[src/rtl/crossword_pkg.sv]
`default_nettype none
// ============================================================================
// Module   : crossword_pkg
// Brief    : Keycodes, key classes and state encodings for the crossword cursor.
// Revision : 1.0
// ============================================================================
package crossword_pkg;

    localparam logic [7:0] KEY_NONE      = 8'h00;
    localparam logic [7:0] KEY_RIGHT     = 8'h4F;
    localparam logic [7:0] KEY_LEFT      = 8'h50;
    localparam logic [7:0] KEY_DOWN      = 8'h51;
    localparam logic [7:0] KEY_UP        = 8'h52;
    localparam logic [7:0] KEY_SPACE     = 8'h2C;
    localparam logic [7:0] KEY_LETTER_A  = 8'h04;
    localparam logic [7:0] KEY_LETTER_Z  = 8'h1D;
    localparam logic [7:0] KEY_BACKSPACE = 8'h2A;

    localparam int HL_W = 10;

    typedef enum logic {
        ACROSS = 1'b0,
        DOWN   = 1'b1
    } dir_t;

    typedef enum logic [1:0] {
        IDLE   = 2'd0,
        DELAY  = 2'd1,
        REPEAT = 2'd2
    } key_state_t;

    typedef enum logic [2:0] {
        KC_NONE   = 3'd0,
        KC_RIGHT  = 3'd1,
        KC_LEFT   = 3'd2,
        KC_DOWN   = 3'd3,
        KC_UP     = 3'd4,
        KC_SPACE  = 3'd5,
        KC_LETTER = 3'd6,
        KC_BACK   = 3'd7
    } key_class_t;

    function automatic key_class_t decode_key(input logic [7:0] kc);
        key_class_t c;
        c = KC_NONE;
        if (kc == KEY_RIGHT)                               c = KC_RIGHT;
        else if (kc == KEY_LEFT)                           c = KC_LEFT;
        else if (kc == KEY_DOWN)                           c = KC_DOWN;
        else if (kc == KEY_UP)                             c = KC_UP;
        else if (kc == KEY_SPACE)                          c = KC_SPACE;
        else if (kc == KEY_BACKSPACE)                      c = KC_BACK;
        else if (kc >= KEY_LETTER_A && kc <= KEY_LETTER_Z) c = KC_LETTER;
        return c;
    endfunction

    function automatic logic is_arrow(input key_class_t c);
        return (c == KC_RIGHT) || (c == KC_LEFT) || (c == KC_DOWN) || (c == KC_UP);
    endfunction

endpackage
`default_nettype wire

[src/rtl/cursor_ctrl_if.sv]
`default_nettype none
// ============================================================================
// Module   : cursor_ctrl_if
// Brief    : Keyboard-in / cursor-out bundle for cursor_ctrl.
// Revision : 1.0
// ============================================================================
interface cursor_ctrl_if #(
    parameter int COL_W = 4,
    parameter int ROW_W = 4
);
    logic [7:0]       keycode;
    logic [COL_W-1:0] col;
    logic [ROW_W-1:0] row;
    logic [9:0]       highlightX;
    logic [9:0]       highlightY;
    logic             dir;
    logic             move_pulse;

    modport master (
        output keycode,
        input  col, row, highlightX, highlightY, dir, move_pulse
    );

    modport slave (
        input  keycode,
        output col, row, highlightX, highlightY, dir, move_pulse
    );
endinterface
`default_nettype wire

[src/rtl/key_repeat.sv]
`default_nettype none
// ============================================================================
// Module   : key_repeat
// Brief    : Keycode edge detect and arrow auto-repeat; emits a step strobe
//            together with the decoded class of the current key.
// Revision : 1.0
// ============================================================================
module key_repeat
    import crossword_pkg::*;
#(
    parameter int REPEAT_DELAY = 30,
    parameter int REPEAT_RATE  = 6
) (
    input  wire logic       frame_clk,
    input  wire logic       Reset_n,
    input  wire logic [7:0] keycode,
    output logic            step,
    output key_class_t      key_class
);

    localparam int CNT_MAX = (REPEAT_DELAY > REPEAT_RATE) ? REPEAT_DELAY : REPEAT_RATE;
    localparam int CNT_W   = $clog2(CNT_MAX + 1);
    localparam logic [CNT_W-1:0] DELAY_LAST = CNT_W'(REPEAT_DELAY - 1);
    localparam logic [CNT_W-1:0] RATE_LAST  = CNT_W'(REPEAT_RATE - 1);

    key_state_t       state_q, state_d;
    logic [CNT_W-1:0] cnt_q, cnt_d;
    logic [7:0]       prev_q, prev_d;

    key_class_t w_class;
    logic [7:0] w_kc;
    logic       w_press;
    logic       w_held;

    // Unrecognised codes are folded to 0 so they neither press nor hold.
    assign w_class = decode_key(keycode);
    assign w_kc    = (w_class == KC_NONE) ? KEY_NONE : keycode;
    assign w_press = (w_kc != prev_q) && (w_class != KC_NONE);
    assign w_held  = (w_kc == prev_q) && (w_class != KC_NONE);

    always_comb begin
        state_d = state_q;
        cnt_d   = cnt_q;
        prev_d  = w_kc;
        step    = 1'b0;
        if (w_press) begin
            step    = 1'b1;
            cnt_d   = '0;
            state_d = is_arrow(w_class) ? DELAY : IDLE;
        end else if (!w_held) begin
            state_d = IDLE;
            cnt_d   = '0;
        end else begin
            case (state_q)
                DELAY: begin
                    if (cnt_q == DELAY_LAST) begin
                        step    = 1'b1;
                        cnt_d   = '0;
                        state_d = REPEAT;
                    end else begin
                        cnt_d = cnt_q + 1'b1;
                    end
                end
                REPEAT: begin
                    if (cnt_q == RATE_LAST) begin
                        step  = 1'b1;
                        cnt_d = '0;
                    end else begin
                        cnt_d = cnt_q + 1'b1;
                    end
                end
                default: begin
                    cnt_d = '0;
                end
            endcase
        end
    end

    always_ff @(posedge frame_clk or negedge Reset_n) begin
        if (!Reset_n) begin
            state_q <= IDLE;
            cnt_q   <= '0;
            prev_q  <= KEY_NONE;
        end else begin
            state_q <= state_d;
            cnt_q   <= cnt_d;
            prev_q  <= prev_d;
        end
    end

    assign key_class = w_class;

endmodule
`default_nettype wire

[src/rtl/cursor_ctrl.sv]
`default_nettype none
// ============================================================================
// Module   : cursor_ctrl
// Brief    : Crossword grid cursor: position, entry direction and highlight
//            pixel coordinates driven by USB HID keycodes.
// Revision : 1.0
// ============================================================================
module cursor_ctrl
    import crossword_pkg::*;
#(
    parameter int GRID_COLS    = 15,
    parameter int GRID_ROWS    = 15,
    parameter int CELL_W       = 32,
    parameter int CELL_H       = 32,
    parameter int ORIGIN_X     = 0,
    parameter int ORIGIN_Y     = 0,
    parameter int WRAP         = 0,
    parameter int REPEAT_DELAY = 30,
    parameter int REPEAT_RATE  = 6
) (
    input  wire logic   frame_clk,
    input  wire logic   Reset_n,
    cursor_ctrl_if.slave bus
);

    localparam int COL_W = $clog2(GRID_COLS);
    localparam int ROW_W = $clog2(GRID_ROWS);
    localparam logic [COL_W-1:0] COL_LAST = COL_W'(GRID_COLS - 1);
    localparam logic [ROW_W-1:0] ROW_LAST = ROW_W'(GRID_ROWS - 1);

    if ((ORIGIN_X + (GRID_COLS - 1) * CELL_W > 1023) ||
        (ORIGIN_Y + (GRID_ROWS - 1) * CELL_H > 1023)) begin : g_bad_geometry
        $error("cursor_ctrl: highlight position exceeds 10-bit range");
    end

    if ((REPEAT_RATE < 1) || (REPEAT_DELAY < 1)) begin : g_bad_repeat
        $error("cursor_ctrl: REPEAT_RATE and REPEAT_DELAY must be at least 1");
    end

    logic       w_step;
    key_class_t w_class;

    key_repeat #(
        .REPEAT_DELAY (REPEAT_DELAY),
        .REPEAT_RATE  (REPEAT_RATE)
    ) u_key_repeat (
        .frame_clk (frame_clk),
        .Reset_n   (Reset_n),
        .keycode   (bus.keycode),
        .step      (w_step),
        .key_class (w_class)
    );

    logic [COL_W-1:0] col_q, col_d;
    logic [ROW_W-1:0] row_q, row_d;
    dir_t             dir_q, dir_d;
    logic             move_pulse_q, move_pulse_d;

    logic w_right, w_left, w_down, w_up;

    always_comb begin
        w_right = 1'b0;
        w_left  = 1'b0;
        w_down  = 1'b0;
        w_up    = 1'b0;
        dir_d   = dir_q;
        if (w_step) begin
            case (w_class)
                KC_RIGHT:  w_right = 1'b1;
                KC_LEFT:   w_left  = 1'b1;
                KC_DOWN:   w_down  = 1'b1;
                KC_UP:     w_up    = 1'b1;
                KC_SPACE:  dir_d   = (dir_q == ACROSS) ? DOWN : ACROSS;
                KC_LETTER: begin
                    w_right = (dir_q == ACROSS);
                    w_down  = (dir_q == DOWN);
                end
                KC_BACK: begin
                    w_left = (dir_q == ACROSS);
                    w_up   = (dir_q == DOWN);
                end
                default: ;
            endcase
        end
    end

    // Edge moves either stay put (clamp) or wrap on the same axis only.
    always_comb begin
        col_d = col_q;
        row_d = row_q;
        if (w_right) begin
            if (col_q != COL_LAST)  col_d = col_q + 1'b1;
            else if (WRAP != 0)     col_d = '0;
        end
        if (w_left) begin
            if (col_q != '0)        col_d = col_q - 1'b1;
            else if (WRAP != 0)     col_d = COL_LAST;
        end
        if (w_down) begin
            if (row_q != ROW_LAST)  row_d = row_q + 1'b1;
            else if (WRAP != 0)     row_d = '0;
        end
        if (w_up) begin
            if (row_q != '0)        row_d = row_q - 1'b1;
            else if (WRAP != 0)     row_d = ROW_LAST;
        end
        move_pulse_d = (col_d != col_q) || (row_d != row_q);
    end

    always_ff @(posedge frame_clk or negedge Reset_n) begin
        if (!Reset_n) begin
            col_q        <= '0;
            row_q        <= '0;
            dir_q        <= ACROSS;
            move_pulse_q <= 1'b0;
        end else begin
            col_q        <= col_d;
            row_q        <= row_d;
            dir_q        <= dir_d;
            move_pulse_q <= move_pulse_d;
        end
    end

    assign bus.col        = col_q;
    assign bus.row        = row_q;
    assign bus.dir        = (dir_q == DOWN);
    assign bus.move_pulse = move_pulse_q;
    assign bus.highlightX = HL_W'(ORIGIN_X + int'(col_q) * CELL_W);
    assign bus.highlightY = HL_W'(ORIGIN_Y + int'(row_q) * CELL_H);

endmodule
`default_nettype wire
[src/flat_wrapper.sv]
// flat-port wrapper written by rule: the top's interface ports become plain ports
module cursor_ctrl_flat import crossword_pkg::*;
#(
    parameter int GRID_COLS    = 15,
    parameter int GRID_ROWS    = 15,
    parameter int CELL_W       = 32,
    parameter int CELL_H       = 32,
    parameter int ORIGIN_X     = 0,
    parameter int ORIGIN_Y     = 0,
    parameter int WRAP         = 0,
    parameter int REPEAT_DELAY = 30,
    parameter int REPEAT_RATE  = 6
)
  (frame_clk, Reset_n, bus_keycode, bus_col, bus_row, bus_highlightX, bus_highlightY, bus_dir, bus_move_pulse);
  cursor_ctrl_if bus_i ();
  input  wire logic frame_clk;
  input  wire logic Reset_n;
  input wire logic [$bits(bus_i.keycode)-1:0] bus_keycode;
  output wire logic [$bits(bus_i.col)-1:0] bus_col;
  output wire logic [$bits(bus_i.row)-1:0] bus_row;
  output wire logic [$bits(bus_i.highlightX)-1:0] bus_highlightX;
  output wire logic [$bits(bus_i.highlightY)-1:0] bus_highlightY;
  output wire logic [$bits(bus_i.dir)-1:0] bus_dir;
  output wire logic [$bits(bus_i.move_pulse)-1:0] bus_move_pulse;
  assign bus_i.keycode = bus_keycode;
  assign bus_col = bus_i.col;
  assign bus_row = bus_i.row;
  assign bus_highlightX = bus_i.highlightX;
  assign bus_highlightY = bus_i.highlightY;
  assign bus_dir = bus_i.dir;
  assign bus_move_pulse = bus_i.move_pulse;
  cursor_ctrl #(.GRID_COLS(GRID_COLS), .GRID_ROWS(GRID_ROWS), .CELL_W(CELL_W), .CELL_H(CELL_H), .ORIGIN_X(ORIGIN_X), .ORIGIN_Y(ORIGIN_Y), .WRAP(WRAP), .REPEAT_DELAY(REPEAT_DELAY), .REPEAT_RATE(REPEAT_RATE)) u_core (.frame_clk(frame_clk), .Reset_n(Reset_n), .bus(bus_i));
endmodule
[config.mk]
export PLATFORM = sky130hd
export DESIGN_NAME = cursor_ctrl_flat
export DESIGN_NICKNAME = d
export VERILOG_FILES = /design/src/rtl/crossword_pkg.sv /design/src/rtl/cursor_ctrl_if.sv /design/src/rtl/key_repeat.sv /design/src/rtl/cursor_ctrl.sv /design/src/flat_wrapper.sv
export SDC_FILE = /design/constraint.sdc
export NUM_CORES = 1
export LEC_CHECK = 0
export ABC_AREA = 1
export CORE_UTILIZATION = 42
export CTS_BUF_LIST = sky130_fd_sc_hd__clkbuf_16
export DETAILED_ROUTE_END_ITERATION = 7
export GPL_ROUTABILITY_DRIVEN = 0
export PLACE_DENSITY = 0.72
export SLEW_MARGIN = 5
export SYNTH_ARGS = -nofsm -noshare
export SYNTH_HDL_FRONTEND = slang
export SYNTH_SLANG_ARGS = --single-unit
[constraint.sdc]
create_clock -name frame_clk -period 3.4 [get_ports frame_clk]
set_input_delay 0.51 -clock frame_clk [delete_from_list [all_inputs] [get_ports frame_clk]]
set_output_delay 0.51 -clock frame_clk [all_outputs]
set_load 0.01 [all_outputs]
==> results.md <==
* Status: complete, but fails checks
* Failing checks: design-rule violations
* P_int at 0.000712 W
* Synth Area in Compound Gates at 0.0581
* # DRC at 7
* Cts repair resizes at 0
* Clk_lat worst skew at 0.26 ns
* Final Cycle Share at 0.876
* Vias at 1673
* First-pass GRT wire length at 6350 um
* Ratio of cells with drive above 1 in the final layout at 0.102
* Proportion of synthesized area in mux cells at 0
* I/O pin count at 40
* CP Class: input port to flop
* Final setup viols at 0
* Core Rows at 24
* Commonest non-fill, non-tap cells in the layout: 54 x nand2_1, 43 x inv_1, 27 x nor2_1, 27 x clkdlybuf4s50_1, 25 x dfrtp_1
* Slowest stage cell, crit path: clkdlybuf4s50_1
* WHS at 0.493 ns
* Max cap viols at 0
* Logic pwr share at 0.386
* Commonest non-fill, non-tap cell in the layout: nand2_1
* Vias per cell at just under 5
* Worst min path class: flop to flop
* IR drop worst, VDD at between 0.0002 and 0.0003 V
* Drt wl/cell at between 10 and 15 um
* Clock period minus worst slack at between 2 and 3 ns
* Synth Register Bits at 25
* Initial antenna violation count at 0
* Register area share after synthesis at 0.309
* Largest net degree at the start of global routing at 26
* CTS buffer count at 3
* CTS Hold Bufs at 0
* Root Buffer: clkbuf_16
* Largest family of logic cells by synthesized area: simple AND/OR/NAND/NOR gates
* Simple-gate share of the synthesized area at 0.350
* Core box area at 0.00450 mm^2
* Post-CTS setup buffers at 0
* H-tree Lvls at 1
* Seq pwr share at 0.364
* Routed wire length at 3670 um
* EDFF count, synth at 0
* CTS clock-pin slew for the worst setup and hold paths at 0.07 ns
* GR Overflow Total at 0
* RSZ-0062 raised after global routing: false
* Antenna Violating Nets Remaining at 0
* Crit-path max cell delay at 0.58 ns
* Total track usage at 0.154
* Vias in the first global route at 1473
* First DRT Iteration DRCs at 97
* # fillers at 450
* Detailed Routing Iterations Pass 1 at 7
* Post-synthesis adder-cell area fraction at 0.0618
* Startpoint Class: input port
* Avg Inst Size Synth at 7.49 um^2
* Library cells used by synthesis at 33
* Final #Nets at between 300 and 400
* CTS tree: done
* CTS Buffer Depth at 2
* IO buf count at 27
* Cell Chain, Critical Path: clkdlybuf4s50_1, inv_1, nand2_1, nor2_1, nand2_1, nand3_1, nor2_1, nand3_2, nand2_1, nand2_1, nand2_2, nor2_2, nand4_4, nand2_2, nor2_4, nand2_4, nand2_2, nand2_2, nand2_1, nand2_1, nor2_1, nand2_1
* Hold Violations, Final at 0
* Clk pwr share at 0.250
* FFs w/ async S/R, synth at 1.00
* Cell area after synthesis at between 0.002 and 0.0025 mm^2
* CP required at 3.55 ns
* Switching share of total power at 0.355
* Crit-path max FO at 14
* Psw at 0.000391 W
* Setup_tns at 0 ns
* Die H at 71.4 um
* CTS Sinks at 25
* Post-Syn Instances at 270
* WP data arrival at 3.13 ns
* Synth warnings at 0
* Crit path capture type: flop
* Max Clock Freq at 336 MHz
* Antenna cells at 0
* Clock Skews at 0.00267 ns
* Syn-to-layout area delta at 15.1%
* Slew Viols, Final at 0
* Die Area at 0.00510 mm^2
* Most frequent CP cell: nand2_1
* Predominant post-synthesis flop cell: dfrtp_1
* Lkg Pwr at 1.21 nW
* Starting Density at 0.449
* Total power draw at roughly 0.0011 W
* PD cells at roughly 470 mW/mm^2
* Die X at around 70 um
* Dpl hpwl at 2940 um
* Post-Synth XOR/XNOR Area at 0.0519
==> cell families after synthesis <==
family | count (synthesis)
AND/OR/NAND/NOR | 138
buffers and inverters | 66
flip-flops | 25
AO/OA/AOI/OAI | 18
XOR/XNOR | 12
adder cells (fa/ha/maj) | 10
other | 1
==> cells in the mapped netlist (4+ instances only) <==
library cell,instances,area share
nand2_1,54,0.10
buf_4,20,0.074
nand3_1,22,0.054
nand2_2,9,0.028
nand4_1,6,0.019
o21ai_0,7,0.017
dfrtp_1,25,0.31
xor2_1,12,0.052
nor2_1,27,0.050
inv_1,43,0.080
ha_1,10,0.062
nand3b_1,4,0.015
==> final cells by class <==
type | instances | area, um^2 | share of cell area
Multi-Input combinational cell | 191 | 1100 | 0.474
Sequential cell | 25 | 626 | 0.269
Timing Repair Buffer | 29 | 285 | 0.123
Inverter | 44 | 165 | 0.0709
Clock buffer | 3 | 75.1 | 0.0322
Tap cell | 52 | 65.1 | 0.0279
Clock inverter | 1 | 7.51 | 0.00322
==> state kept, by name, indices dropped and copies added, names as in the netlist <==
signal                       cells
u_core.bus.col                   4
u_core.bus.dir                   1
u_core.bus.move_pulse            1
u_core.bus.row                   4
u_core.u_key_repeat.cnt_q        5
u_core.u_key_repeat.prev_q       8
u_core.u_key_repeat.state_q      2
==> routing by layer <==
| layer | GRT usage | wire, um |
|---|---|---|
| met1 | 0.210 | 1760 |
| met2 | 0.261 | 1770 |
| met3 | 0.0211 | 124 |
| met4 | 0.0333 | 25 |
| met5 | 0 | 0 |
==> critical path: cells and delay by family <==
kind,cells,cell delay [ns]
simple gates,20,1.95
buf+inv,2,0.66
==> stage by stage <==
stage | util | cell area (um^2) | worst slack [ns] | instances
5_1_grt | 0.517 | 2330 | 0.0856 | 345
3_3_place_gp | 0.499 | 2250 | 0.144 | 341
2_1_floorplan | - | 2070 | 1.11 | 282
4_1_cts | 0.517 | 2330 | 0.433 | 345
3_5_place_dp | 0.499 | 2250 | 0.163 | 341
6_report | 0.517 | 2330 | 0.421 | 345
==> power groups by stage <==
stage / combinational [W] / sequential [W] / clock (W)
2_1_floorplan: 0.000281 / 0.000414 / 0
3_3_place_gp: 0.000421 / 0.000406 / 0
3_5_place_dp: 0.000426 / 0.000410 / 0
4_1_cts: 0.000428 / 0.000404 / 0.000282
5_1_grt: 0.000475 / 0.000411 / 0.000298
6_report: 0.000426 / 0.000401 / 0.000275
==> path summary, 6_finish.rpt <==
kind | to | cells past startpoint | slack [ns] | start
min in group asynchronous | u_core.bus.col[2] | 2 | 0.60 | Reset_n
max | u_core.bus.move_pulse | 22 | 0.42 | bus_keycode[2]
max reg2reg | u_core.bus.move_pulse | 17 | 1.36 | u_core.u_key_repeat.cnt_q[1]
min reg2reg | u_core.u_key_repeat.cnt_q[0] | 1 | 0.49 | u_core.u_key_repeat.cnt_q[0]
min | u_core.u_key_repeat.cnt_q[0] | 1 | 0.49 | u_core.u_key_repeat.cnt_q[0]
max in group asynchronous | u_core.u_key_repeat.prev_q[7] | 2 | 2.56 | Reset_n
Power figures use the tool's default switching activity.
